`src/rtl/led_pwm_fader.sv`:
```
// rtl/led_pwm_fader.sv - breathing-LED fader: four-phase ramp/hold FSM driving a glitch-free registered PWM.
// Optional build macro LED_FADE_GAMMA_EN selects a square-law duty curve instead of linear.
module led_pwm_fader #(
  parameter int PWM_BITS   = 8,
  parameter int STEP       = 1,
  parameter int HOLD_TICKS = 16
) (
  input  logic                clk,
  input  logic                rst,
  input  logic                tick,
  input  logic                enable,
  output logic                led,
  output logic [PWM_BITS-1:0] level,
  output logic [1:0]          phase
);

  typedef enum logic [1:0] {
    RAMP_UP   = 2'd0,
    HOLD_HI   = 2'd1,
    RAMP_DOWN = 2'd2,
    HOLD_LO   = 2'd3
  } phase_t;

  localparam logic [PWM_BITS-1:0] LVL_MAX = '1;
  localparam logic [PWM_BITS-1:0] STEP_N  = PWM_BITS'(STEP);
  // A hold length of zero behaves as a single tick.
  localparam logic [16:0] HOLD_W = (HOLD_TICKS == 0) ? 17'd1 : 17'(HOLD_TICKS);

  logic [PWM_BITS-1:0] r_pwm_cnt;
  logic [PWM_BITS-1:0] r_duty;
  logic                r_led;
  logic [PWM_BITS-1:0] r_level;
  phase_t              r_phase;
  logic [15:0]         r_hold;

  logic [PWM_BITS:0]   w_sum;
  logic [16:0]         w_hold_inc;
  logic                w_hold_done;
  logic [PWM_BITS-1:0] w_duty_next;

  assign w_sum       = {1'b0, r_level} + {1'b0, STEP_N};
  assign w_hold_inc  = {1'b0, r_hold} + 17'd1;
  assign w_hold_done = (w_hold_inc >= HOLD_W);

`ifdef LED_FADE_GAMMA_EN
  logic [PWM_BITS-1:0] w_sq_lo_unused;
  assign {w_duty_next, w_sq_lo_unused} = {{PWM_BITS{1'b0}}, r_level} * {{PWM_BITS{1'b0}}, r_level};
`else
  assign w_duty_next = r_level;
`endif

  always_ff @(posedge clk) begin
    if (rst) begin
      r_pwm_cnt <= '0;
      r_duty    <= '0;
      r_led     <= 1'b0;
      r_level   <= '0;
      r_phase   <= RAMP_UP;
      r_hold    <= '0;
    end else begin
      r_pwm_cnt <= r_pwm_cnt + 1'b1;
      // Duty only changes at the wrap so every period is whole.
      if (r_pwm_cnt == LVL_MAX) begin
        r_duty <= w_duty_next;
      end
      r_led <= enable && (r_pwm_cnt < r_duty);

      if (!enable) begin
        r_level <= '0;
        r_phase <= RAMP_UP;
        r_hold  <= '0;
      end else if (tick) begin
        case (r_phase)
          RAMP_UP: begin
            if (w_sum >= {1'b0, LVL_MAX}) begin
              r_level <= LVL_MAX;
              r_hold  <= '0;
              r_phase <= HOLD_HI;
            end else begin
              r_level <= w_sum[PWM_BITS-1:0];
            end
          end
          HOLD_HI: begin
            if (w_hold_done) begin
              r_hold  <= '0;
              r_phase <= RAMP_DOWN;
            end else begin
              r_hold <= w_hold_inc[15:0];
            end
          end
          RAMP_DOWN: begin
            if (STEP_N >= r_level) begin
              r_level <= '0;
              r_hold  <= '0;
              r_phase <= HOLD_LO;
            end else begin
              r_level <= r_level - STEP_N;
            end
          end
          HOLD_LO: begin
            if (w_hold_done) begin
              r_hold  <= '0;
              r_phase <= RAMP_UP;
            end else begin
              r_hold <= w_hold_inc[15:0];
            end
          end
        endcase
      end
    end
  end

  assign led   = r_led;
  assign level = r_level;
  assign phase = r_phase;

endmodule

```
`config.mk`:
```
export PLATFORM = sky130hd
export DESIGN_NAME = led_pwm_fader
export DESIGN_NICKNAME = d
export VERILOG_FILES = /design/src/rtl/led_pwm_fader.sv
export SDC_FILE = /design/constraint.sdc
export NUM_CORES = 1
export LEC_CHECK = 0
export CAP_MARGIN = 20
export CORE_MARGIN = 3
export CORE_UTILIZATION = 66
export CTS_BUF_LIST = sky130_fd_sc_hd__clkbuf_8
export DETAILED_ROUTE_END_ITERATION = 16
export PLACE_DENSITY = 0.86
export SETUP_SLACK_MARGIN = 0.02
export SLEW_MARGIN = 20
export SYNTH_ARGS = -nofsm -noshare
export SYNTH_HDL_FRONTEND = slang
export SYNTH_SLANG_ARGS = --single-unit
```
`constraint.sdc`:
```
create_clock -name clk -period 5.9 [get_ports clk]
set_input_delay 1.18 -clock clk [delete_from_list [all_inputs] [get_ports clk]]
set_output_delay 1.18 -clock clk [all_outputs]
set_load 0.05 [all_outputs]
```
# After elaboration in Yosys (flattened, before gate mapping)
# Cells that the tools add are included.
word_totals:
  ff_bits: 43
  elab_cells: 43
  out_inout_bits: 11
  inputBits: 4
op_classes:
  add_sub_neg: 4
  eq_ne: 8
  magnitude_cmp: 4
  n_reduce_logical: 8
  bitwise_logic: 1
  muxes: 12
ops:
  columns: ["op", "n"]
  rows:
  - ["$mux 16", 3]
  - ["$pmux 16 s3", 1]
  - ["$add 16x1->17 const B", 1]
  - ["$ge 17x5->1 const B", 1]
  - ["$mux 8", 2]
  - ["$pmux 8 s2", 1]
  - ["$add 8x1->9 const B", 1]
  - ["$ge 9x8->1 const B", 1]
  - ["$add 8x1->8 const B", 1]
  - ["$eq 8x8->1 const B", 1]
  - ["$ge 1x8->1 const A", 1]
  - ["$lt 8x8->1", 1]
  - ["$mux 2", 4]
  - ["$ne 2x2->1 const B", 4]
  - ["$pmux 2 s4", 1]
  - ["$sub 8x1->8 const B", 1]
  - ["$reduce_and 5->1", 1]
  - ["$eq 2x2->1 const B", 2]
  - ["$reduce_or 2->1", 2]
  - ["$reduce_and 3->1", 1]
  - ["$eq 2x1->1 const B", 1]
  - ["$logic_not 2->1", 1]
  - ["$reduce_and 2->1", 1]
  - ["$reduce_bool 2->1", 1]
  - ["other kinds (2)", 2]

# Longest topological paths before layout
# Gate-level depths: netlist (run 1).
logic_depth:
  depth_word: 4
  depth_mapped: 10
  ltp_nobuf: 9

# Least setup slack after synthesis (run 1)
# OpenSTA, ideal clock, no wires.
synth_timing:
  kind: "reg-to-reg"
  start: "register r_level[0] (netlist: level[0])"
  end: "register r_level[5] (netlist: level[5])"
  path_slack_ns: 3.471
  t_required_ns: 5.829
  path_buffers: 0
  path_stages_with_launch: 9
  synth_period_minus_slack_ns: 2.429
  arrival_ns: 2.358
  setup_ns: 0.071
  cell_sequence: "dfxtp_1 > inv_1 > ha_1 > nor2_1 > o31ai_4 > or4_1 > nand3_1 > o21ai_0 > a21oi_1"
synth_via:
  elab_chain_len: 4
  elab_cells_between_ends: 7
  classes_between: "add/sub (2); order compare (2); mux (3)"
synth_rtl:
  columns: ["item", "line", "text"]
  rows:
  - ["start: declaration", "32", "logic [PWM_BITS-1:0] r_level;"]
  - ["start signal: assignment", "80", "r_level <= w_sum[PWM_BITS-1:0];"]
  - ["start signal: assignment", "97", "r_level <= r_level - STEP_N;"]
  - ["$add 8x1->9", "41", "assign w_sum = {1'b0, r_level} + {1'b0, STEP_N};"]
  - ["$ge 9x8->1", "75", "if (w_sum >= {1'b0, LVL_MAX}) begin"]
  - ["$mux 8", "75", null]
  - ["$pmux 8 s2 *", "73", "case (r_phase)"]
# Every way passes the cells marked *; elsewhere a longest branch is shown, timed or not.
# A chain may end at the register's enable or synchronous reset.

# Worst setup path after layout (run 1)
layout_timing:
  start: "register r_level[4] (netlist: level[4])"
  end: "output level[4]"
layout_rtl:
  columns: ["item", "line", "text"]
  rows:
  - ["end: declaration", "13", "output logic [PWM_BITS-1:0] level,"]
# No word-level cell between the ends.

==> results of run 1 <==
## cells by family (layout without fill, tap and decap cells)
family                     after synthesis  after routing  synth area share (%)
and+or+nand+nor                        118            118                  24.7
xor gates and xnor gates                 7              7                  2.46
buffers and inverters                   33             40                  5.32
AOI/OAI and AO/OA                       70             70                  19.6
muxes                                   12             12                  4.87
adders and majority gates               17             17                  8.53
DFF                                     43             43                  34.5
## power by group
part,internal [W],switching (W),leakage [nW]
registers,0.000294,0.00000768,0.348
clock network,0.000137,0.0000995,0.0612
logic,0.0000197,0.0000305,0.611
## final cells by class
| cell class | instances | area (um2) |
|---|---|---|
| Inverter | 17 | 63.8 |
| Clock inverter | 2 | 35.0 |
| Timing Repair Buffer | 15 | 148 |
| Tap cell | 46 | 57.6 |
| Sequential cell | 43 | 861 |
| Multi-Input combinational cell | 224 | 1500 |
| Fill cell | 257 | 748 |
| Clock buffer | 6 | 82.6 |
## how the worst min path moves through the flow
stage	depth (start not counted)	to	slack [ns]
after global placement	1	r_pwm_cnt[0]	0.44
after global routing	1	r_hold[15]	0.51
final	1	r_pwm_cnt[0]	0.48
after detailed placement	1	r_pwm_cnt[0]	0.45
after floorplan	1	r_pwm_cnt[0]	0.43
after CTS	1	r_pwm_cnt[0]	0.48
## placed cells by master (no fill, tap or decap), types with 7 or more instances in the layout
cell,count
a21oi_1,16
nor2_1,23
and3_1,16
ha_1,17
nor3_1,7
dfxtp_1,43
nand2_1,19
o21ai_0,19
clkdlybuf4s50_1,14
inv_1,16
nor4_1,8
nand3_1,17
mux2i_1,11
## flip-flops by register name, indices dropped and copies added, names as in the netlist
name	cells
led	1
level	8
phase	2
r_duty	8
r_hold	16
r_pwm_cnt	8
## metrics by stage
step | hold WS, ns | utilization (%) | std cells | cell area (um2)
2_1_floorplan | 0.425 | - | 300 | 2490
3_3_place_gp | 0.441 | 75.2 | 345 | 2630
3_5_place_dp | 0.451 | 75.2 | 345 | 2630
4_1_cts | 0.477 | 78.6 | 353 | 2750
5_1_grt | 0.508 | 78.6 | 353 | 2750
6_report | 0.477 | 78.6 | 353 | 2750
## routing by layer
metal  global-route usage, %  vias up  share of wire (%)
li1                        -     1098                  -
met1                    32.5     1005                 47
met2                    41.6       46                 48
met3                    5.82        8                4.2
met4                    7.34        0                1.0
met5                       0        -                  0
==> flow_metrics.env, run 1 <==
export IMPL_outcome="completed"
export IMPL_postCtsSetupBuffers=0
export IMPL_p_per_area_nw_per_um2=214
export IMPL_crit_chain="clkdlybuf4s50_1"
export IMPL_antenna_found_initial=0
export IMPL_cts_buffers=5
export IMPL_max_freq_mhz=331
export IMPL_slowest_stage="clkdlybuf4s50_1"
export IMPL_grt_start_max_net_pins=24
export IMPL_drt_iter0_drc=189
export IMPL_end_kind="output port"
export IMPL_diodes=0
export IMPL_drc=0
export IMPL_drive_above_1_share_pct=6.51
export IMPL_rsz0062_at_grt="false"
export IMPL_ys_types=50
export IMPL_power_w=0.000588
export IMPL_wire_per_inst_um=14.5
export IMPL_die_h_um=67.5
export IMPL_synth_top_area_share_pct=34.5
export IMPL_tightest_slew_ns=0.670
export IMPL_yosys_warnings=0
export IMPL_clkTransAtPathRegs_ns=0.08
export IMPL_finalSetupViolCount=0
export IMPL_synth_most_common_cell="dfxtp_1"
export IMPL_cts_sinks=43
export IMPL_synth_seq_cells=43
export IMPL_hold_buffers=0
export IMPL_postSynthAreaPerCell_um2=8.31
export IMPL_drv_slew=0
export IMPL_grt_pass1_vias=1946
export IMPL_ir_drop_mv=0.204
export IMPL_core_area_um2=3490
export IMPL_min_from="r_pwm_cnt[0]"
export IMPL_tritoncts="done"
export IMPL_postSynth_asyncResetShare_pct=0
export IMPL_arrival_ns=1.85
export IMPL_ant_nets=0
export IMPL_first_pass_iters=4
export IMPL_dieArea_um2=4550
export IMPL_fin_tns_setup_ns=0
export IMPL_critical_path_class="flop to output port"
export IMPL_period_minus_slack_ns=3.03
export IMPL_portBuffers=14
export IMPL_fp_row_count=21
export IMPL_areaGrowthSynthToFinish_pct=10.2
export IMPL_min_path_type="flop to flop"
export IMPL_synth_ff_type="dfxtp_1"
export IMPL_worstRegToRegCells=8
export IMPL_place_hpwl_um=3670
export IMPL_worstReg2RegEnd="level[5]"
export IMPL_cpLargestDelayFamily="buffers and inverters"
export IMPL_vias=2157
export IMPL_worstPathRequired_ns=4.72
export IMPL_r2r_slack_ns=3.38
export IMPL_grt_usage_pct=25.1
export IMPL_seq_area_frac_synth_pct=34.5
export IMPL_cpPeakStageDelay_ns=0.90
export IMPL_cp_endpoint="level[4]"
export IMPL_fin_skew_ns=0.00982
export IMPL_ios=15
export IMPL_initial_utilization_pct=71.3
export IMPL_synth_edf_count=0
export IMPL_period_share_pct=51.3
export IMPL_hold_viol_final=0
export IMPL_insertion_delay_ns=0.30
export IMPL_timing_rr_start="phase[1]"
export IMPL_fin_nets=327
export IMPL_routed_via_density=6.11
export IMPL_syn_inst=300
export IMPL_syn_area_um2=2490
export IMPL_slew_headroom_pct=55.3
export IMPL_crit_path_max_fanout=16
export IMPL_dieWidth_um=67.5
export IMPL_yosys_top_cells_area="dfxtp_1, ha_1, mux2i_1"
export IMPL_drt_wl_total_um=5110
export IMPL_power_leakage_nw=1.02
export IMPL_syn_num_nets=321
export IMPL_cts_root_buf="clkbuf_8"
export IMPL_synth_area_leader_cell="dfxtp_1"
export IMPL_maxCapViolations=0
export IMPL_worstSetupStartpoint="level[4]"
export IMPL_grt_pass1_wl_um=8760
export IMPL_cts_buffer_depth=2
export IMPL_ctsResizeCount=0
export IMPL_path_buf_inv=1
export IMPL_yosys_top_cells_count="dfxtp_1, nor2_1, nand2_1, o21ai_0"
export IMPL_crit_cells=1
export IMPL_overflow=0
export IMPL_htreeDepth=2
export IMPL_globalplace_congestion=0.901
export IMPL_setup_ws_ns=2.87
export IMPL_startpoint_type="flop"
export IMPL_place_ws_ns=2.90
No activity file was read; power rests on OpenSTA's default activity.
==> run 2: changes to the inputs <==
CORE_UTILIZATION = 61   (was 66)
PLACE_DENSITY = 0.8   (was 0.86)
clock period = 3 ns   (was 5.9 ns; I/O delays follow)
==> flow_metrics.env, run 2 (synthesized netlist as in run 1, its figures left out) <==
export IMPL_htreeDepth=2
export IMPL_swShare_pct=24.4
export IMPL_hold_viol_final=0
export IMPL_clkTransAtPathRegs_ns=0.08
export IMPL_initial_utilization_pct=65.6
export IMPL_drive_above_1_share_pct=7.42
export IMPL_cts_root_buf="clkbuf_8"
export IMPL_antenna_found_initial=0
export IMPL_dieWidth_um=69.9
export IMPL_rsz0062_at_grt="false"
export IMPL_fp_row_count=22
export IMPL_ctsResizeCount=0
export IMPL_setup_ws_ns=0.635
export IMPL_slowest_stage="clkdlybuf4s50_1"
export IMPL_fin_nets=331
export IMPL_p_sw_w=0.000258
export IMPL_tightest_slew_ns=0.503
export IMPL_drv_slew=0
export IMPL_top_layer_used="met4"
export IMPL_path_buf_inv=1
export IMPL_final_common_cell="dfxtp_1"
export IMPL_grt_pass1_wl_um=9040
export IMPL_met1_length_um=2390
export IMPL_grt_start_max_net_pins=24
export IMPL_slew_headroom_pct=66.5
export IMPL_largest_register="r_hold"
export IMPL_routed_via_density=6.01
export IMPL_grt_usage_pct=22.2
export IMPL_largest_reg_flops=16
export IMPL_cpPeakStageDelay_ns=0.89
export IMPL_arrival_ns=1.76
export IMPL_power_leakage_nw=1.03
export IMPL_crit_path_max_fanout=15
export IMPL_core_area_um2=3800
export IMPL_finalSetupViolCount=0
export IMPL_drt_wl_total_um=5090
export IMPL_period_share_pct=78.8
export IMPL_place_ws_ns=0.632
export IMPL_p_clk_share_pct=34.6
export IMPL_insertion_delay_ns=0.29
export IMPL_met3RoutedLength_um=180
export IMPL_layout_common_cells="dfxtp_1, nor2_1, nand2_1, o21ai_0"
export IMPL_cts_buffer_depth=2
export IMPL_fin_skew_ns=0.00818
export IMPL_dieArea_um2=4890
export IMPL_die_h_um=69.9
export IMPL_seqPwrFrac_pct=55.8
export IMPL_drc=0
export IMPL_utilization_pct=72.4
export IMPL_first_pass_iters=5
export IMPL_overflow=0
export IMPL_crit_chain="clkdlybuf4s50_1"
export IMPL_power_frac_comb_pct=9.6
export IMPL_wl_met2_um=2390
export IMPL_maxCapViolations=0
export IMPL_hold_ws_ns=0.467
export IMPL_ir_drop_mv=0.355
export IMPL_max_freq_mhz=423
export IMPL_globalplace_congestion=0.866
export IMPL_cts_buffers=5
export IMPL_hold_buffers=0
export IMPL_startpoint_type="flop"
export IMPL_ios=15
export IMPL_areaGrowthSynthToFinish_pct=10.3
export IMPL_intPower_w=0.000799
export IMPL_worstPathRequired_ns=2.40
export IMPL_drt_iter0_drc=117
export IMPL_ant_nets=0
export IMPL_diodes=0
export IMPL_place_hpwl_um=3670
export IMPL_end_kind="output port"
export IMPL_tritoncts="done"
export IMPL_period_minus_slack_ns=2.36
export IMPL_cpLargestDelayFamily="buffers and inverters"
export IMPL_outcome="completed"
export IMPL_grt_pass1_vias=2027
export IMPL_p_per_area_nw_per_um2=385
export IMPL_power_w=0.00106
export IMPL_postCtsSetupBuffers=0
export IMPL_min_path_type="flop to flop"
export IMPL_wire_per_inst_um=14.2
export IMPL_portBuffers=14
export IMPL_vias=2153
export IMPL_fin_tns_setup_ns=0
export IMPL_cts_sinks=43
export IMPL_critical_path_class="flop to output port"
==> run 2: cell count changes in the layout (fill, tap and decap cells not counted), sizes merged <==
cell	previous run	this run
bufinv	1	0
buf	1	5
==> run 2: layout make-up <==
class	count	area [um2]
Sequential cell	43	861
Timing Repair Buffer	19	178
Inverter	17	63.8
Multi-Input combinational cell	224	1500
Fill cell	313	1050
Tap cell	48	60.1
Clock buffer	6	82.6
Clock inverter	1	5.00
==> run 2: final timing paths <==
| check | start | end | slack (ns) | depth (start not counted) |
|---|---|---|---|---|
| worst max-delay path | level[3] | level[3] | 0.64 | 1 |
| worst min-delay path | r_pwm_cnt[0] | r_pwm_cnt[0] | 0.47 | 1 |
| worst max register to register | level[5] | r_hold[3] | 0.65 | 7 |
| worst min register to register | r_pwm_cnt[0] | r_pwm_cnt[0] | 0.47 | 1 |
==> run 2: metrics by stage <==
step	instances	instance area, um2
4_1_cts	358	2750
2_1_floorplan	300	2490
3_3_place_gp	351	2660
5_1_grt	358	2750
6_report	358	2750
3_5_place_dp	351	2660
==> run 2: metal layers <==
| layer | global-route usage, % | vias up |
|---|---|---|
| met1 | 28.9 | 992 |
| li1 | - | 1101 |
| met4 | 8.72 | 0 |
| met3 | 4.32 | 15 |
| met5 | 0 | - |
| met2 | 36.1 | 45 |
==> run 2: power by group through the flow <==
stage	registers, W	logic [W]	clock network, W
final	0.000590	0.000102	0.000365
after detailed placement	0.000603	0.000101	0
after CTS	0.000590	0.000102	0.000371
after global placement	0.000603	0.0000998	0
after floorplan	0.000614	0.0000616	0
after global routing	0.000592	0.000113	0.000393
==> run 3: changes to the inputs <==
clock period = 2.2 ns   (was 3 ns; I/O delays follow)
==> flow_metrics.env, run 3 (synthesized netlist as in run 1, its figures left out) <==
export IMPL_insertion_delay_ns=0.30
export IMPL_power_frac_comb_pct=11.1
export IMPL_startpoint_type="flop"
export IMPL_power_w=0.00146
export IMPL_rsz0062_at_grt="true"
export IMPL_seqPwrFrac_pct=54.6
export IMPL_portBuffers=14
export IMPL_routed_via_density=6.01
export IMPL_cts_buffers=5
export IMPL_place_ws_ns=-0.0563
export IMPL_p_clk_share_pct=34.2
export IMPL_p_sw_w=0.000387
export IMPL_min_from="r_pwm_cnt[0]"
export IMPL_dp_cells=365
export IMPL_diodes=0
export IMPL_outcome="completed"
export IMPL_tightest_slew_ns=0.497
export IMPL_hold_buffers=0
export IMPL_fin_skew_ns=0.00688
export IMPL_maxCapViolations=0
export IMPL_place_hpwl_um=3780
export IMPL_initial_utilization_pct=65.6
export IMPL_largest_register="r_hold"
export IMPL_cpPeakStageDelay_ns=0.57
export IMPL_max_freq_mhz=471
export IMPL_cts_root_buf="clkbuf_8"
export IMPL_wire_per_inst_um=14.8
export IMPL_swShare_pct=26.5
export IMPL_antenna_found_initial=0
export IMPL_final_common_cell="dfxtp_1"
export IMPL_drv_slew=0
export IMPL_core_area_um2=3800
export IMPL_grt_start_max_net_pins=24
export IMPL_timing_rr_start="level[4]"
export IMPL_setup_ws_ns=0.0778
export IMPL_vias=2270
export IMPL_critical_path_class="flop to flop"
export IMPL_layout_common_cells="dfxtp_1, nor2_1, buf_4, nand2_1, o21ai_0"
export IMPL_fp_row_count=22
export IMPL_holdPathStages=1
export IMPL_intPower_w=0.00108
export IMPL_arrival_ns=2.30
export IMPL_power_leakage_nw=1.13
export IMPL_utilization_pct=78.2
export IMPL_largest_reg_flops=16
export IMPL_grt_pass1_vias=2008
export IMPL_cpLargestDelayFamily="compound AO/OA/AOI/OAI gates"
export IMPL_drc=0
export IMPL_slowest_stage="or4_4"
export IMPL_grt_pass1_wl_um=9220
export IMPL_cts_buffer_depth=2
export IMPL_first_pass_iters=4
export IMPL_drt_wl_total_um=5610
export IMPL_p_per_area_nw_per_um2=492
export IMPL_tritoncts="done"
export IMPL_worstPathRequired_ns=2.38
export IMPL_dieArea_um2=4890
export IMPL_hold_ws_ns=0.478
export IMPL_crit_path_max_fanout=5
export IMPL_fin_cells=378
export IMPL_cts_sinks=43
export IMPL_clkTransAtPathRegs_ns=0.09
export IMPL_end_kind="flop"
export IMPL_fin_nets=350
export IMPL_finalSetupViolCount=0
export IMPL_hold_viol_final=0
export IMPL_path_buf_inv=0
export IMPL_slew_headroom_pct=66.8
export IMPL_r2r_slack_ns=0.08
export IMPL_ant_nets=0
export IMPL_worstReg2RegEnd="phase[1]"
export IMPL_globalplace_congestion=0.899
export IMPL_min_path_type="flop to flop"
export IMPL_period_minus_slack_ns=2.12
export IMPL_areaGrowthSynthToFinish_pct=19.2
export IMPL_dieWidth_um=69.9
export IMPL_min_to="r_pwm_cnt[0]"
export IMPL_grt_usage_pct=22.5
export IMPL_drt_iter0_drc=158
export IMPL_drive_above_1_share_pct=19.4
export IMPL_htreeDepth=2
export IMPL_ir_drop_mv=0.399
export IMPL_worstRegToRegCells=6
export IMPL_die_h_um=69.9
export IMPL_overflow=0
export IMPL_ios=15
export IMPL_period_share_pct=96.5
export IMPL_crit_chain="or4_4 > o31ai_4 > a21boi_2 > o2bb2a_2 > o211ai_1 > o31ai_1"
run 3: worst max path at each step:
stage,start,endpoint,slack [ns],cells past startpoint
3_3_place_gp,r_hold[0],phase[0],0.05,8
5_1_grt,level[4],r_hold[3],-0.03,7
6_report,level[4],phase[1],0.08,6
2_1_floorplan,level[3],level[5],0.01,8
4_1_cts,r_hold[0],phase[0],0.04,9
3_5_place_dp,r_hold[0],phase[0],-0.06,8
run 3: worst reg2reg max path, delay by kind of cell, from the launching register on:
kind / cells / cell delay (ns)
simple gates: 1 / 0.57
compound gates: 5 / 1.09
flops: 1 / 0.35
run 3: power by group through the flow:
stage	registers [W]	logic (W)	clock network (W)
final	0.000799	0.000163	0.000501
after global routing	0.000801	0.000180	0.000530
after CTS	0.000798	0.000160	0.000501
after detailed placement	0.000817	0.000158	0
after global placement	0.000817	0.000157	0
after floorplan	0.000837	0.0000839	0
run 3: metrics by stage:
stage               area, um2  setup TNS (ns)
floorplan                2500               0
global placement         2790               0
detailed placement       2790          -0.179
CTS                      2880               0
global route             2970         -0.0357
finish                   2970               0
run 3: timing repair:
item,in CTS,in global routing
buffers inserted,1,2
gates resized for setup,0,14
pin swaps,1,3
setup endpoints to repair,6,7
cloned,0,2
run 3: per-layer routing:
metal / routed length [um] / GRT usage (%)
met2: 2660 / 35.8
met3: 275 / 3.31
met4: 85 / 7.66
met1: 2590 / 31.0
met5: 0 / 0
run 3: cell type report:
type / instances / area [um2]
multi-input cells: 226 / 1570
clock buffers: 5 / 68.8
fillers: 266 / 827
inverters: 17 / 63.8
flip-flops and latches: 43 / 878
repair buffers: 36 / 317
well taps: 48 / 60.1
clock inverters: 3 / 17.5
